[config.mk]
export PLATFORM = sky130hd
export DESIGN_NAME = axi_lite_master_flat
export DESIGN_NICKNAME = d
export VERILOG_FILES = /design/src/rtl/axi_lite_pkg.sv /design/src/rtl/axi_lite_master_if.sv /design/src/rtl/axi_lite_master.sv /design/src/flat_wrapper.sv
export SDC_FILE = /design/constraint.sdc
export NUM_CORES = 1
export LEC_CHECK = 0
export ABC_AREA = 1
export CORE_MARGIN = 2
export CORE_UTILIZATION = 35
export DETAILED_ROUTE_END_ITERATION = 10
export MAX_ROUTING_LAYER = met4
export PLACE_DENSITY_LB_ADDON = 0.05
export SYNTH_ARGS = -nofsm -noshare
export SYNTH_HDL_FRONTEND = slang
export SYNTH_SLANG_ARGS = --single-unit
[constraint.sdc]
create_clock -name ACLK -period 3.5 [get_ports ACLK]
set_input_delay 0.7 -clock ACLK [delete_from_list [all_inputs] [get_ports ACLK]]
set_output_delay 0.7 -clock ACLK [all_outputs]
set_load 0.005 [all_outputs]
[src/rtl/axi_lite_pkg.sv]
// Shared AXI4-Lite widths, response codes and payload types.
// Used by axi_lite_master, its bus interface and the bench.
package axi_lite_pkg;

  localparam int ADDR_WIDTH = 32;
  localparam int DATA_WIDTH = 32;
  localparam int STRB_WIDTH = DATA_WIDTH / 8;

  typedef logic [ADDR_WIDTH-1:0] addr_t;
  typedef logic [DATA_WIDTH-1:0] data_t;
  typedef logic [STRB_WIDTH-1:0] strb_t;
  typedef logic [1:0]            resp_t;

  localparam resp_t RESP_OKAY   = 2'b00;
  localparam resp_t RESP_EXOKAY = 2'b01;
  localparam resp_t RESP_SLVERR = 2'b10;
  localparam resp_t RESP_DECERR = 2'b11;

endpackage

[src/rtl/axi_lite_master_if.sv]
// AXI4-Lite bus bundle (AW/W/B/AR/R channels).
// master modport drives requests, slave modport drives readies/responses.
interface axi_lite_master_if
  import axi_lite_pkg::*;
#(
  parameter int ADDR_WIDTH = axi_lite_pkg::ADDR_WIDTH,
  parameter int DATA_WIDTH = axi_lite_pkg::DATA_WIDTH
);

  localparam int STRB_WIDTH = DATA_WIDTH / 8;

  logic [ADDR_WIDTH-1:0] AWADDR;
  logic                  AWVALID;
  logic                  AWREADY;
  logic [DATA_WIDTH-1:0] WDATA;
  logic [STRB_WIDTH-1:0] WSTRB;
  logic                  WVALID;
  logic                  WREADY;
  resp_t                 BRESP;
  logic                  BVALID;
  logic                  BREADY;
  logic [ADDR_WIDTH-1:0] ARADDR;
  logic                  ARVALID;
  logic                  ARREADY;
  logic [DATA_WIDTH-1:0] RDATA;
  resp_t                 RRESP;
  logic                  RVALID;
  logic                  RREADY;

  modport master (
    output AWADDR, AWVALID, WDATA, WSTRB, WVALID,
    output BREADY, ARADDR, ARVALID, RREADY,
    input  AWREADY, WREADY, BRESP, BVALID,
    input  ARREADY, RDATA, RRESP, RVALID
  );

  modport slave (
    input  AWADDR, AWVALID, WDATA, WSTRB, WVALID,
    input  BREADY, ARADDR, ARVALID, RREADY,
    output AWREADY, WREADY, BRESP, BVALID,
    output ARREADY, RDATA, RRESP, RVALID
  );

endinterface

[src/rtl/axi_lite_master.sv]
// AXI4-Lite master, one outstanding command, registered response.
// Define AXI_LITE_MASTER_TIMEOUT_EN for the sticky watchdog flag.
module axi_lite_master
  import axi_lite_pkg::*;
#(
  parameter int ADDR_WIDTH     = axi_lite_pkg::ADDR_WIDTH,
  parameter int DATA_WIDTH     = axi_lite_pkg::DATA_WIDTH,
  parameter int TIMEOUT_CYCLES = 256,
  localparam int STRB_WIDTH    = DATA_WIDTH / 8
) (
  input  logic                  ACLK,
  input  logic                  ARESETN,
  input  logic                  cmd_valid,
  output logic                  cmd_ready,
  input  logic                  cmd_write,
  input  logic [ADDR_WIDTH-1:0] cmd_addr,
  input  logic [DATA_WIDTH-1:0] cmd_wdata,
  input  logic [STRB_WIDTH-1:0] cmd_wstrb,
  output logic                  rsp_valid,
  input  logic                  rsp_ready,
  output logic                  rsp_write,
  output logic [DATA_WIDTH-1:0] rsp_rdata,
  output resp_t                 rsp_resp,
  axi_lite_master_if.master     m_axi,
  output logic                  timeout_err
);

  typedef enum logic [2:0] {
    IDLE, WREQ, WRESP, RREQ, RDATA, RSP
  } state_t;

  state_t                r_state;
  state_t                w_next;
  logic [ADDR_WIDTH-1:0] r_addr;
  logic [DATA_WIDTH-1:0] r_wdata;
  logic [STRB_WIDTH-1:0] r_wstrb;
  logic                  r_aw_done;
  logic                  r_w_done;
  logic                  r_rsp_write;
  logic [DATA_WIDTH-1:0] r_rsp_rdata;
  resp_t                 r_rsp_resp;
  logic                  w_aw_fire;
  logic                  w_w_fire;

  assign w_aw_fire = m_axi.AWVALID & m_axi.AWREADY;
  assign w_w_fire  = m_axi.WVALID & m_axi.WREADY;

  always_comb begin
    w_next = r_state;
    unique case (r_state)
      IDLE:  if (cmd_valid)
               w_next = cmd_write ? WREQ : RREQ;
      WREQ:  if ((r_aw_done | w_aw_fire) &&
                 (r_w_done | w_w_fire))
               w_next = WRESP;
      WRESP: if (m_axi.BVALID) w_next = RSP;
      RREQ:  if (m_axi.ARREADY) w_next = RDATA;
      RDATA: if (m_axi.RVALID) w_next = RSP;
      RSP:   if (rsp_ready) w_next = IDLE;
      default: w_next = IDLE;
    endcase
  end

  always_ff @(posedge ACLK or negedge ARESETN) begin
    if (!ARESETN) begin
      r_state     <= IDLE;
      r_addr      <= '0;
      r_wdata     <= '0;
      r_wstrb     <= '0;
      r_aw_done   <= 1'b0;
      r_w_done    <= 1'b0;
      r_rsp_write <= 1'b0;
      r_rsp_rdata <= '0;
      r_rsp_resp  <= RESP_OKAY;
    end else begin
      r_state <= w_next;
      if (r_state == IDLE && cmd_valid) begin
        r_addr    <= cmd_addr;
        r_wdata   <= cmd_wdata;
        r_wstrb   <= cmd_wstrb;
        r_aw_done <= 1'b0;
        r_w_done  <= 1'b0;
      end
      // each channel remembers its own handshake
      if (r_state == WREQ) begin
        if (w_aw_fire) r_aw_done <= 1'b1;
        if (w_w_fire)  r_w_done  <= 1'b1;
      end
      if (r_state == WRESP && m_axi.BVALID) begin
        r_rsp_write <= 1'b1;
        r_rsp_rdata <= '0;
        r_rsp_resp  <= m_axi.BRESP;
      end
      if (r_state == RDATA && m_axi.RVALID) begin
        r_rsp_write <= 1'b0;
        r_rsp_rdata <= m_axi.RDATA;
        r_rsp_resp  <= m_axi.RRESP;
      end
    end
  end

  assign cmd_ready = (r_state == IDLE);
  assign rsp_valid = (r_state == RSP);
  assign rsp_write = r_rsp_write;
  assign rsp_rdata = r_rsp_rdata;
  assign rsp_resp  = r_rsp_resp;

  assign m_axi.AWADDR  = r_addr;
  assign m_axi.AWVALID = (r_state == WREQ) & ~r_aw_done;
  assign m_axi.WDATA   = r_wdata;
  assign m_axi.WSTRB   = r_wstrb;
  assign m_axi.WVALID  = (r_state == WREQ) & ~r_w_done;
  assign m_axi.BREADY  = (r_state == WRESP);
  assign m_axi.ARADDR  = r_addr;
  assign m_axi.ARVALID = (r_state == RREQ);
  assign m_axi.RREADY  = (r_state == RDATA);

`ifdef AXI_LITE_MASTER_TIMEOUT_EN
  localparam int CW = $clog2(TIMEOUT_CYCLES + 1);

  logic [CW-1:0] r_cnt;
  logic          r_tmo;
  logic          w_wait;
  logic          w_stay;

  assign w_wait = r_state inside {WREQ, WRESP, RREQ, RDATA};
  assign w_stay = w_wait & (w_next == r_state);

  // flag only; the FSM keeps waiting for the slave
  always_ff @(posedge ACLK or negedge ARESETN) begin
    if (!ARESETN) begin
      r_cnt <= '0;
      r_tmo <= 1'b0;
    end else begin
      if (!w_stay)
        r_cnt <= '0;
      else if (r_cnt != CW'(TIMEOUT_CYCLES))
        r_cnt <= r_cnt + 1'b1;
      if (w_stay && r_cnt == CW'(TIMEOUT_CYCLES - 1))
        r_tmo <= 1'b1;
    end
  end

  assign timeout_err = r_tmo;
`else
  assign timeout_err = 1'b0 && (TIMEOUT_CYCLES > 0);
`endif

endmodule

[src/flat_wrapper.sv]
// flat-port wrapper written by rule: the top's interface ports become plain ports
module axi_lite_master_flat import axi_lite_pkg::*;
#(
  parameter int ADDR_WIDTH     = axi_lite_pkg::ADDR_WIDTH,
  parameter int DATA_WIDTH     = axi_lite_pkg::DATA_WIDTH,
  parameter int TIMEOUT_CYCLES = 256,
  localparam int STRB_WIDTH    = DATA_WIDTH / 8
)
  (ACLK, ARESETN, cmd_valid, cmd_ready, cmd_write, cmd_addr, cmd_wdata, cmd_wstrb, rsp_valid, rsp_ready, rsp_write, rsp_rdata, rsp_resp, timeout_err, m_axi_AWADDR, m_axi_AWVALID, m_axi_WDATA, m_axi_WSTRB, m_axi_WVALID, m_axi_BREADY, m_axi_ARADDR, m_axi_ARVALID, m_axi_RREADY, m_axi_AWREADY, m_axi_WREADY, m_axi_BRESP, m_axi_BVALID, m_axi_ARREADY, m_axi_RDATA, m_axi_RRESP, m_axi_RVALID);
  axi_lite_master_if #(.ADDR_WIDTH(ADDR_WIDTH), .DATA_WIDTH(DATA_WIDTH)) m_axi_i ();
  input  logic ACLK;
  input  logic ARESETN;
  input  logic cmd_valid;
  output logic cmd_ready;
  input  logic cmd_write;
  input  logic [ADDR_WIDTH-1:0] cmd_addr;
  input  logic [DATA_WIDTH-1:0] cmd_wdata;
  input  logic [STRB_WIDTH-1:0] cmd_wstrb;
  output logic rsp_valid;
  input  logic rsp_ready;
  output logic rsp_write;
  output logic [DATA_WIDTH-1:0] rsp_rdata;
  output resp_t rsp_resp;
  output logic timeout_err;
  output wire logic [$bits(m_axi_i.AWADDR)-1:0] m_axi_AWADDR;
  output wire logic [$bits(m_axi_i.AWVALID)-1:0] m_axi_AWVALID;
  output wire logic [$bits(m_axi_i.WDATA)-1:0] m_axi_WDATA;
  output wire logic [$bits(m_axi_i.WSTRB)-1:0] m_axi_WSTRB;
  output wire logic [$bits(m_axi_i.WVALID)-1:0] m_axi_WVALID;
  output wire logic [$bits(m_axi_i.BREADY)-1:0] m_axi_BREADY;
  output wire logic [$bits(m_axi_i.ARADDR)-1:0] m_axi_ARADDR;
  output wire logic [$bits(m_axi_i.ARVALID)-1:0] m_axi_ARVALID;
  output wire logic [$bits(m_axi_i.RREADY)-1:0] m_axi_RREADY;
  input wire logic [$bits(m_axi_i.AWREADY)-1:0] m_axi_AWREADY;
  input wire logic [$bits(m_axi_i.WREADY)-1:0] m_axi_WREADY;
  input wire logic [$bits(m_axi_i.BRESP)-1:0] m_axi_BRESP;
  input wire logic [$bits(m_axi_i.BVALID)-1:0] m_axi_BVALID;
  input wire logic [$bits(m_axi_i.ARREADY)-1:0] m_axi_ARREADY;
  input wire logic [$bits(m_axi_i.RDATA)-1:0] m_axi_RDATA;
  input wire logic [$bits(m_axi_i.RRESP)-1:0] m_axi_RRESP;
  input wire logic [$bits(m_axi_i.RVALID)-1:0] m_axi_RVALID;
  assign m_axi_AWADDR = m_axi_i.AWADDR;
  assign m_axi_AWVALID = m_axi_i.AWVALID;
  assign m_axi_WDATA = m_axi_i.WDATA;
  assign m_axi_WSTRB = m_axi_i.WSTRB;
  assign m_axi_WVALID = m_axi_i.WVALID;
  assign m_axi_BREADY = m_axi_i.BREADY;
  assign m_axi_ARADDR = m_axi_i.ARADDR;
  assign m_axi_ARVALID = m_axi_i.ARVALID;
  assign m_axi_RREADY = m_axi_i.RREADY;
  assign m_axi_i.AWREADY = m_axi_AWREADY;
  assign m_axi_i.WREADY = m_axi_WREADY;
  assign m_axi_i.BRESP = m_axi_BRESP;
  assign m_axi_i.BVALID = m_axi_BVALID;
  assign m_axi_i.ARREADY = m_axi_ARREADY;
  assign m_axi_i.RDATA = m_axi_RDATA;
  assign m_axi_i.RRESP = m_axi_RRESP;
  assign m_axi_i.RVALID = m_axi_RVALID;
  axi_lite_master #(.ADDR_WIDTH(ADDR_WIDTH), .DATA_WIDTH(DATA_WIDTH), .TIMEOUT_CYCLES(TIMEOUT_CYCLES)) u_core (.ACLK(ACLK), .ARESETN(ARESETN), .cmd_valid(cmd_valid), .cmd_ready(cmd_ready), .cmd_write(cmd_write), .cmd_addr(cmd_addr), .cmd_wdata(cmd_wdata), .cmd_wstrb(cmd_wstrb), .rsp_valid(rsp_valid), .rsp_ready(rsp_ready), .rsp_write(rsp_write), .rsp_rdata(rsp_rdata), .rsp_resp(rsp_resp), .m_axi(m_axi_i), .timeout_err(timeout_err));
endmodule
==> flow_summary_export.csv, run 1 <==
group,metric,value,unit
sta,max_freq,0.4013,GHz
worst_setup_path,worstSetupEndpointType,"output port",
die,placementRows,41,
worst_setup_path,r2r-start,"u_core.r_state[0]$_DFFE_PN0P_",
die,die_h,116.8,um
worst_setup_path,startpoint,"u_core.r_state[0]$_DFFE_PN0P_",
sta,period_minus_slack,2.492,ns
worst_setup_path,crit_type,"reg2out",
grt,grt_pass1_vias,3856,
clock_tree,holdBufCountCts,0,
synthesis,synth-seq-cells,108,
final_layout,final_common_cell,"clkdlybuf4s50_1",
synthesis,netlist_instances,466,
worst_setup_path,cp.arrival,1.79,ns
pwr,powerDensity,855.9,nW/um^2
worst_setup_path,crit_slowest_cell,"dfrtp_1",
final_layout,syn2layout_area_growth,61.42,%
worst_setup_path,reg2regPathDepth,8,
worst_setup_path,r2r_slack,1.46,ns
die,start_util,35.58,%
sta,worst_slew_margin_rel,43.64,%
worst_setup_path,r2r-end,"u_core.m_axi.ARADDR[29]$_DFFE_PN0P_",
die,die-area,13640,um^2
detailed_routing,wire_per_inst,14.82,um
die,io_pins,257,
final_layout,fillCellCount,1176,
grt,grt_util_all_layers,19.10,%
final_layout,final_cell_mix,"clkdlybuf4s50_1 (254), nand2_1 (222), dfrtp_1 (108), a22o_1 (32), inv_1 (10)",
placed_design,dpl.hpwl,9.310,mm
synthesis,ys_seq_area_share,60.69,%
worst_setup_path,start_kind,"flop",
sta,timing.final.max_slew_violations,0,
clock_tree,htreeDepth,3,
pwr,irDropWorstVdd,307.9,uV
detailed_routing,routed_wirelength,12.74,mm
final_layout,final_util,57.43,%
grt,antenna_found_initial,0,
sta,skew,0.007338,ns
hold_path,hp-class,"in2async",
clock_tree,clk_root_buffer_cell,"clkbuf_16",
clock_tree,clock_latency,0.34,ns
final_layout,layout-drive-gt1-share,4.942,%
pwr,p_leak,3.431,nW
sta,finalHoldViolCount,0,
run,drv_cap,0,
detailed_routing,vias_per_cell,4.459,
clock_tree,clk_transition_reported_paths,0.07,ns
detailed_routing,num_vias,3835,
sta,min_period_over_period,71.19,%
die,die_w,116.8,um
worst_setup_path,cp_max_fo,8,
worst_setup_path,path_cells,"nand3_1 > nor2_1 > clkdlybuf4s50_1",
detailed_routing,drc,0,
clock_tree,tritoncts,"built",
worst_setup_path,timing.critical_path.buf_inv,1,
clock_tree,postCtsSetupRepairBufs,0,
synthesis,ys_warn_count,0,
grt,grt_pass1_wl,19.46,mm
sta,worst_pin_slew,0.8454,ns
detailed_routing,antenna_left,0,
detailed_routing,dr.pass1.iters,4,
synthesis,syn_area,4453,um^2
synthesis,synth_cell_types,20,
sta,rsz0062_at_grt,"no",
synthesis,synth_nets,580,
grt,grt_max_degree,69,
worst_setup_path,worst_path_largest_cell_delay,0.57,ns
final_layout,fin_nets,797,
clock_tree,cts_buffers,9,
worst_setup_path,crit_family,"flip-flops",
status,status,"complete, no violations",
grt,overflow,0,
final_layout,diodes,0,
placed_design,gp_congestion,0.8082,
worst_setup_path,critical_path_required,2.80,ns
detailed_routing,drt_iter0_drc,234,
clock_tree,clock-sinks,108,
die,core,12520,um^2
clock_tree,cts_resized,0,
synthesis,syn_area_per_cell,9.556,um^2
placed_design,numPortBuffers,255,
sta,setup_viol,0,
clock_tree,clock_path_buffers,2,
sta,fin_tns_setup,0,ns
-- flip-flops by register name, summed over array words and instances, names as in the netlist --
signal,cells
u_core.m_axi.WSTRB,4
u_core.rsp_rdata,32
u_core.m_axi.WDATA,32
u_core.rsp_write,1
u_core.r_aw_done,1
u_core.rsp_resp,2
u_core.r_w_done,1
u_core.r_state,3
u_core.m_axi.ARADDR,32
-- worst reg2reg max path: stages (launching register included) --
cell,delay (ns)
dfrtp_1,0.51
nor2_4,0.18
nand2_2,0.11
nor2_4,0.09
buf_4,0.34
inv_2,0.28
buf_12,0.26
nand2_1,0.11
nand2_1,0.05
-- synth_stat cells --
cell type    n  area (um^2)
inv_2        5        18.77
a22o_1      32        280.3
a21oi_1      2        10.01
buf_6        5        56.30
inv_1       10        37.54
nand4_1      2        12.51
nand2_1    222        833.3
buf_4       33        247.7
o21ai_0      5        25.02
o21bai_1     1        7.510
conb_1       1        3.750
nor2_1       8        30.03
nand3b_1     1        7.510
nand2_2      4        25.02
dfrtp_1    108         2703
or2_2        1        6.260
nand3_1      6        30.03
buf_2       16        80.08
nor2_4       3        33.78
nor3_1       1        5.000
-- through the flow --
stage	cell area, um^2	setup WS, ns	hold WS [ns]	total power (W)	cells
2_1_floorplan	4453	2.010	0.4044	0.003472	466
3_3_place_gp	6884	1.061	0.4538	0.005126	844
3_5_place_dp	6884	1.005	0.4583	0.005184	844
4_1_cts	7188	0.9971	0.4745	0.006238	860
5_1_grt	7188	0.8720	0.4954	0.006626	860
6_report	7188	1.008	0.4610	0.006152	860
-- worst max-delay path by stage --
stage               slack [ns]                             endpoint  cells after the start
floorplan                 2.01                        m_axi_AWVALID                      3
global placement          1.06   u_core.m_axi.WDATA[13]$_DFFE_PN0P_                      8
detailed placement        1.00  u_core.m_axi.ARADDR[29]$_DFFE_PN0P_                      8
CTS                        1.0                        m_axi_AWVALID                      3
global route              0.87                         m_axi_WVALID                      3
finish                    1.01                        m_axi_AWVALID                      3
-- area by class of cell --
| class | count | area (um^2) | area share (%) |
|---|---|---|---|
| Multi-Input combinational cell | 289 | 1310 | 18.22 |
| Timing Repair Buffer | 260 | 2600 | 36.17 |
| Inverter | 15 | 56.30 | 0.7833 |
| Clock inverter | 4 | 47.55 | 0.6614 |
| Tap cell | 172 | 215.2 | 2.994 |
| Sequential cell | 108 | 2703 | 37.60 |
| Clock buffer | 12 | 256.5 | 3.568 |
-- kinds of logic after synthesis --
logic type | synth area share [%]
AOI/OAI and AO/OA | 7.249
and+or+nand+nor | 22.08
other | 0.08421
buffers and inverters | 9.891
DFF | 60.69
-- layer usage --
| metal | track usage (%) | up-vias | routed length, um |
|---|---|---|---|
| met2 | 31.02 | 157 | 6151 |
| met5 | - | - | 0 |
| met1 | 23.92 | 1790 | 5394 |
| met3 | 3.708 | 18 | 938 |
| met4 | 6.980 | 0 | 259 |
| li1 | - | 1870 | - |
-- power by group --
group          total [W]  switching [W]  internal (W)
registers        0.00226       0.000411       0.00185
logic            0.00287        0.00110       0.00177
clock network    0.00103       0.000433      0.000592
total            0.00615        0.00194       0.00421
Power figures use the tool's default switching activity.
==> run 2: changes to the inputs <==
clock period = 2.6 ns   (was 3.5 ns; I/O delays follow)
==> run 2 against run 1 <==
Net effect:
- clock skew grew 0.00072 ns
- count of clock-buffer cells in the layout is the same
- first-iteration DRC count shrank 1.3%
- largest cell class unchanged
- die area is the same
- power grew 36%
- global-route usage grew 0.18 points
==> flow_summary_export.csv, run 2 (synthesis gave the netlist of run 1 again) <==
group,metric,value,unit
status,status,"complete, no violations",
worst_setup_path,reg2regPathDepth,6,
die,io_pins,257,
die,start_util,35.58,%
worst_setup_path,critical_path_required,2.08,ns
clock_tree,postCtsSetupRepairBufs,0,
die,die-area,13640,um^2
sta,rsz0062_at_grt,"no",
worst_setup_path,cp.arrival,1.80,ns
clock_tree,clk_transition_reported_paths,0.06,ns
final_layout,postLayoutCellArea,7219,um^2
worst_setup_path,start_kind,"flop",
detailed_routing,antenna_left,0,
grt,grt_pass1_wl,19.48,mm
clock_tree,tritoncts,"built",
worst_setup_path,r2r-start,"u_core.r_state[1]$_DFFE_PN0P_",
worst_setup_path,r2r_slack,0.79,ns
final_layout,final_cell_mix,"clkdlybuf4s50_1 (254), nand2_1 (222), dfrtp_1 (108), a22o_1 (32), inv_1 (10)",
detailed_routing,drt_iter0_drc,231,
pwr,p_int,0.005724,W
placed_design,gp_congestion,0.7998,
final_layout,fin_nets,797,
placed_design,numPortBuffers,255,
pwr,p_total,0.008353,W
sta,worst_slew_margin_rel,50.97,%
grt,antenna_found_initial,0,
detailed_routing,dr.pass1.iters,4,
final_layout,syn2layout_area_growth,62.12,%
clock_tree,clk_root_buffer_cell,"clkbuf_16",
pwr,net-switching-power,0.002629,W
grt,overflow,0,
clock_tree,cts_buffers,9,
clock_tree,clock_latency,0.35,ns
final_layout,diodes,0,
die,die_w,116.8,um
grt,grt_util_all_layers,19.29,%
hold_path,hp-class,"in2async",
clock_tree,htreeDepth,3,
sta,timing.final.max_slew_violations,0,
pwr,irDropWorstVdd,631.5,uV
die,die_h,116.8,um
final_layout,layout-drive-gt1-share,4.651,%
final_layout,final_util,57.68,%
clock_tree,cts_resized,0,
detailed_routing,drc,0,
clock_tree,clock_path_buffers,2,
pwr,seq_power_share,36.3,%
sta,worst_pin_slew,0.7355,ns
detailed_routing,wire_per_inst,14.96,um
placed_design,dpl.hpwl,9.372,mm
placed_design,postPlaceCellArea,6909,um^2
sta,max_freq,0.4316,GHz
worst_setup_path,r2r-end,"u_core.m_axi.ARADDR[9]$_DFFE_PN0P_",
clock_tree,holdBufCountCts,0,
final_layout,final_common_cell,"clkdlybuf4s50_1",
grt,grt_pass1_vias,3775,
pwr,clkPwrFrac,17.4,%
pwr,p_leak,3.441,nW
worst_setup_path,cp_max_fo,8,
detailed_routing,vias_per_cell,4.508,
pwr,sw_frac_of_total,31.47,%
grt,grt_max_degree,71,
sta,setup_viol,0,
sta,finalHoldViolCount,0,
die,core,12520,um^2
sta,fin_tns_setup,0,ns
detailed_routing,num_vias,3877,
die,placementRows,41,
sta,min_period_over_period,89.12,%
sta,skew,0.008053,ns
pwr,powerDensity,1157,nW/um^2
clock_tree,clock-sinks,108,
detailed_routing,routed_wirelength,12.86,mm
run,drv_cap,0,
worst_setup_path,worstSetupEndpointType,"output port",
worst_setup_path,crit_type,"reg2out",
pwr,pwr-share-comb,46.4,%
sta,period_minus_slack,2.317,ns
[run 2: critical path, stage by stage, from the launching register on]
cell             delay, ns
dfrtp_1               0.56
nand3_1               0.22
nor2_1                0.15
clkdlybuf4s50_1       0.53
[run 2: power by group through the flow]
stage / sequential [W] / combinational, W / clock, W
floorplan: 0.00304 / 0.00164 / 0
global placement: 0.00303 / 0.00385 / 0
detailed placement: 0.00306 / 0.00393 / 0
CTS: 0.00304 / 0.00395 / 0.00150
global route: 0.00314 / 0.00427 / 0.00156
finish: 0.00303 / 0.00387 / 0.00145
[run 2: area by class of cell]
cell class	instances	area [um^2]
multi-input cells	289	1310
repair buffers	260	2625
clock inverters	4	73.82
inverters	15	56.30
well taps	172	215.2
fillers	1160	5298
clock buffers	12	236.5
flip-flops and latches	108	2703
[run 2: through the flow]
step	hold WS (ns)	setup slack, ns	instances
global placement	0.4534	0.5540	844
global route	0.2050	0.1378	860
floorplan	0.2244	1.199	466
finish	0.1649	0.2829	860
CTS	0.1822	0.2502	860
detailed placement	0.4573	0.4976	844
[run 2: worst max path at each step]
stage / from / endpoint / slack, ns
after floorplan: u_core.r_state[0]$_DFFE_PN0P_ / u_core.m_axi.WDATA[14]$_DFFE_PN0P_ / 1.20
final: u_core.r_state[0]$_DFFE_PN0P_ / m_axi_AWVALID / 0.28
after detailed placement: cmd_valid / u_core.m_axi.ARADDR[9]$_DFFE_PN0P_ / 0.50
after global placement: cmd_valid / u_core.m_axi.WDATA[31]$_DFFE_PN0P_ / 0.55
after global routing: u_core.r_state[0]$_DFFE_PN0P_ / m_axi_AWVALID / 0.14
after CTS: u_core.r_state[0]$_DFFE_PN0P_ / m_axi_AWVALID / 0.25
[run 2: metal layers]
layer	global-route usage (%)	share of wire, %
met1	24.09	42
met4	7.922	2.6
met3	4.531	7.2
met2	30.37	48
met5	-	0
